## src/rtl/fsk_symbol_sched.sv

```systemverilog
// fsk_symbol_sched: drains a 513-bit frame buffer (bit 512 = full flag) as 128 4-bit 16FSK symbols.
// Optional macro FSK_PREAMBLE_EN: emit preamble symbols F,0,F,0 ahead of each frame's payload.
module fsk_symbol_sched (
  input  logic        clk,
  input  logic        rst,
  input  logic        En,
  output logic [9:0]  add_rom,
  input  logic        read_rom,
  output logic        web,
  output logic        write_rom,
  output logic [3:0]  sym_out,
  output logic        sym_valid,
  input  logic        sym_ready,
  output logic        frame_done,
  output logic [15:0] frame_cnt,
  output logic        busy
);

  localparam logic [9:0] FLAG_ADDR = 10'd512;
  localparam logic [9:0] LAST_IDX  = 10'd508;

  typedef enum logic [2:0] {
    IDLE,
    POLL_A,
    POLL_W,
`ifdef FSK_PREAMBLE_EN
    PRE,
`endif
    FETCH,
    HOLD,
    RELEASE
  } state_t;

  state_t      state_reg;
  logic [9:0]  bit_idx_reg;
  logic [2:0]  fetch_cnt_reg;
  logic [2:0]  shift_reg;
`ifdef FSK_PREAMBLE_EN
  logic [1:0]  pre_cnt_reg;
  logic        in_pre_reg;
`endif

  // The buffer is only ever written to clear the flag, so the data bit is fixed.
  assign write_rom = 1'b0;

  always_ff @(posedge clk) begin
    if (rst) begin
      state_reg     <= IDLE;
      add_rom       <= '0;
      web           <= 1'b0;
      sym_out       <= '0;
      sym_valid     <= 1'b0;
      frame_done    <= 1'b0;
      frame_cnt     <= '0;
      busy          <= 1'b0;
      bit_idx_reg   <= '0;
      fetch_cnt_reg <= '0;
      shift_reg     <= '0;
`ifdef FSK_PREAMBLE_EN
      pre_cnt_reg   <= '0;
      in_pre_reg    <= 1'b0;
`endif
    end else if (!En) begin
      // Abandon the frame in place: the flag is left set so the frame is resent.
      state_reg     <= IDLE;
      add_rom       <= '0;
      web           <= 1'b0;
      sym_out       <= '0;
      sym_valid     <= 1'b0;
      frame_done    <= 1'b0;
      busy          <= 1'b0;
      bit_idx_reg   <= '0;
      fetch_cnt_reg <= '0;
`ifdef FSK_PREAMBLE_EN
      pre_cnt_reg   <= '0;
      in_pre_reg    <= 1'b0;
`endif
    end else begin
      web        <= 1'b0;
      frame_done <= 1'b0;
      case (state_reg)
        IDLE: begin
          state_reg <= POLL_A;
          add_rom   <= FLAG_ADDR;
        end
        POLL_A: state_reg <= POLL_W;
        POLL_W: begin
          if (read_rom) begin
            bit_idx_reg <= '0;
            busy        <= 1'b1;
`ifdef FSK_PREAMBLE_EN
            state_reg   <= PRE;
            pre_cnt_reg <= '0;
            in_pre_reg  <= 1'b1;
`else
            state_reg     <= FETCH;
            add_rom       <= '0;
            fetch_cnt_reg <= '0;
`endif
          end else begin
            state_reg <= POLL_A;
          end
        end
`ifdef FSK_PREAMBLE_EN
        PRE: begin
          sym_out   <= pre_cnt_reg[0] ? 4'h0 : 4'hF;
          sym_valid <= 1'b1;
          state_reg <= HOLD;
        end
`endif
        FETCH: begin
          // Addresses lead the returning read data by one cycle.
          fetch_cnt_reg <= fetch_cnt_reg + 3'd1;
          if (fetch_cnt_reg < 3'd3)
            add_rom <= bit_idx_reg + {7'd0, fetch_cnt_reg} + 10'd1;
          if (fetch_cnt_reg != 3'd0)
            shift_reg <= {shift_reg[1:0], read_rom};
          if (fetch_cnt_reg == 3'd4) begin
            sym_out   <= {shift_reg, read_rom};
            sym_valid <= 1'b1;
            state_reg <= HOLD;
          end
        end
        HOLD: begin
          if (sym_ready) begin
            sym_valid <= 1'b0;
`ifdef FSK_PREAMBLE_EN
            if (in_pre_reg) begin
              if (pre_cnt_reg == 2'd3) begin
                in_pre_reg    <= 1'b0;
                state_reg     <= FETCH;
                add_rom       <= bit_idx_reg;
                fetch_cnt_reg <= '0;
              end else begin
                pre_cnt_reg <= pre_cnt_reg + 2'd1;
                state_reg   <= PRE;
              end
            end else
`endif
            begin
              bit_idx_reg <= bit_idx_reg + 10'd4;
              if (bit_idx_reg == LAST_IDX) begin
                state_reg <= RELEASE;
                add_rom   <= FLAG_ADDR;
                web       <= 1'b1;
              end else begin
                state_reg     <= FETCH;
                add_rom       <= bit_idx_reg + 10'd4;
                fetch_cnt_reg <= '0;
              end
            end
          end
        end
        RELEASE: begin
          state_reg  <= POLL_A;
          add_rom    <= FLAG_ADDR;
          frame_done <= 1'b1;
          frame_cnt  <= frame_cnt + 16'd1;
          busy       <= 1'b0;
        end
        default: state_reg <= IDLE;
      endcase
    end
  end

endmodule

```

## config.mk

```make
export PLATFORM = sky130hd
export DESIGN_NAME = fsk_symbol_sched
export DESIGN_NICKNAME = d
export VERILOG_FILES = /design/src/rtl/fsk_symbol_sched.sv
export SDC_FILE = /design/constraint.sdc
export NUM_CORES = 1
export LEC_CHECK = 0
export CAP_MARGIN = 20
export CORE_MARGIN = 2
export CORE_UTILIZATION = 35
export DETAILED_ROUTE_END_ITERATION = 10
export SLEW_MARGIN = 20
export SYNTH_ARGS = -nofsm -noshare
export SYNTH_HDL_FRONTEND = slang
export SYNTH_SLANG_ARGS = --single-unit
```

## constraint.sdc

```tcl
create_clock -name clk -period 4.42 [get_ports clk]
set_input_delay 1.105 -clock clk [delete_from_list [all_inputs] [get_ports clk]]
set_output_delay 1.105 -clock clk [all_outputs]
set_load 0.1 [all_outputs]
```

==> reports/qor.txt <==
status -> completed
Crit Reg-Reg Endpoint -> add_rom[5]
ant diodes -> 0
Post-synth EDFFs -> 0
CP arrival -> 1.91 ns
GPL Wtd Cong -> 0.870
Slew Limit Headroom -> 34.8%
Skew-Pair Late Insertion Delay -> 0.31 ns
Die Y -> 89.7 um
WL per Instance -> 13.5 um
core area -> 7180 um2
post-route clock period utilization -> 68.3%
Hold Violations, Final -> 0
root buffer cell -> clkbuf_8
max-cap violation count -> 0
clock slew at reported path FFs -> 0.09 ns
Slowest cell on crit path -> clkdlybuf4s50_1
register area share after synthesis -> 39.7%
GR Util All Layers -> 15.0%
DP Worst Slack -> 1.06 ns
ys async rst share -> 0%
DRC -> 0
Die Wd -> 89.7 um
Synth Register Bits -> 51
count leader, synth -> dfxtp_1
# rows -> 31
vias in the first global route -> 1,872
max reg flops -> 16
cell area after synthesis -> 2570 um2
IO Pins -> 40
layout cells sized above 1 -> 6.21%
H-tree levels -> 2
setup tns final -> 0 ns
CP required -> 3.31 ns
Total Wirelength -> 5670 um
syn nets -> 305
fin cells -> 421
CTS sink cnt -> 51
Hold Startpoint -> add_rom[0]
number of port buffers -> 38
final clock skew -> 0.00746 ns
Peak Freq -> 0.331 GHz
CP Buf/Inv Count -> 1
crit-path leading delay family -> buffers and inverters
Starting Density -> 35.8%
Leak Pwr -> 1.11 nW
Final WS setup -> 1.40 ns
first-pass GRT wire length -> 9470 um
Post-CTS Hold Fix Bufs -> 0
Setup Buffers After CTS -> 0
Overflow after GRT -> 0
post_cts resized -> 0
final setup vio count -> 0
RSZ-0062 raised after global routing -> no
synthesis warning total -> 0
TritonRoute pass-1 iters -> 7
worst stage delay on the critical path -> 1.17 ns
CTS tree -> yes
initial drt markers -> 121
CP endpoint kind -> output port
Pwr Total -> 0.000825 W
initial antenna violation count -> 0
WS Path Type -> reg -> out
VDD IR max -> 107 uV
R2R Setup Slk -> 2.31 ns
FF-to-FF path depth -> 6
vias -> 2,106
most common library cells after synthesis -> dfxtp_1, nor2_1, xor2_1
DR vias/cell -> 5.00
largest net degree at the start of global routing -> 22
P&R area growth vs syn -> 20.6%
Hold Path End -> add_rom[0]
top cells by area, synth -> dfxtp_1, nor2_1, xor2_1
hold-critical path depth -> 2
r2r startpoint -> bit_idx_reg[2]
Synth area leader -> dfxtp_1
min cycle time layout -> 3.02 ns
Hold Slack -> 0.486 ns
Worst Tran Pin Value -> 0.975 ns
Synth cell types -> 54
CP startpoint kind -> register
DP HPWL -> 4080 um
nets@finish -> 334
Die Footprint -> 8040 um2
mean post-synth cell area -> 8.77 um2
clock buffer count from CTS -> 5
antenna violation net count after detailed routing -> 0
top cell type's share of synthesized area -> 39.7%
Hold Path Class -> reg -> reg
CP max FO -> 6
Cell Count Post-Placement -> 414
Synth Flop Type -> dfxtp_1
Longest Clk Path Bufs -> 2
power per cell area -> 266 nW/um2
synthesized instance count -> 293
Cell Chain, Critical Path -> clkdlybuf4s50_1
Slew Viols, Final -> 0
[metal layers]
layer	track usage, %	up-vias	part of all wire [%]
met5	0	-	0
met2	22.1	46	43
met3	3.02	7	4.0
li1	-	1084	-
met1	21.8	969	51
met4	4.88	0	1.4
[worst max-delay path by stage]
stage	startpoint	to	slack (ns)	cells after the start
finish	frame_cnt[3]	frame_cnt[3]	1.40	1
global route	rst	add_rom[7]	1.17	5
CTS	frame_cnt[3]	frame_cnt[3]	1.39	1
detailed placement	rst	add_rom[6]	1.06	5
global placement	rst	add_rom[4]	1.16	5
floorplan	En	frame_cnt[6]	2.16	7
[power breakdown]
| part | switching, W | internal [W] |
|---|---|---|
| Combinational | 0.0000276 | 0.0000117 |
| Sequential | 0.00000372 | 0.000461 |
| Clock | 0.000156 | 0.000166 |
[layout by cell type, fill, tap and decap left out, types with 5 or more instances in the layout]
master and instances:
o21ai_0 10, ha_1 7, nor2_1 45, a21oi_1 17, nand4_1 7, mux2i_1 9
clkdlybuf4s50_1 38, and3_1 8, nand3_1 13, clkbuf_8 5, dfxtp_1 51, nand2_1 16
xor2_1 18, xnor2_1 10, a221o_1 5
[metrics by stage]
stage          util [%]  cell area [um2]
5_1_grt            43.2             3100
4_1_cts            43.2             3100
3_5_place_dp       41.7             2990
3_3_place_gp       41.7             2990
6_report           43.2             3100
2_1_floorplan         -             2570
[kinds of logic after synthesis]
family	count (synthesis)	share of synthesized area, %
and+or+nand+nor	120	24.0
other	1	0.146
xor gates and xnor gates	28	9.54
adders and majority gates	7	3.41
DFF	51	39.7
AOI/OAI and AO/OA	56	15.7
buffers and inverters	21	3.99
muxes	9	3.51
[cell type report]
class,count,area (um2)
Tap cell,99,124
Clock inverter,2,37.5
Clock buffer,5,68.8
Fill cell,734,4080
Sequential cell,51,1020
Inverter,4,15.0
Multi-Input combinational cell,221,1450
Timing Repair Buffer,39,388
(Power assumes the default switching activity.)
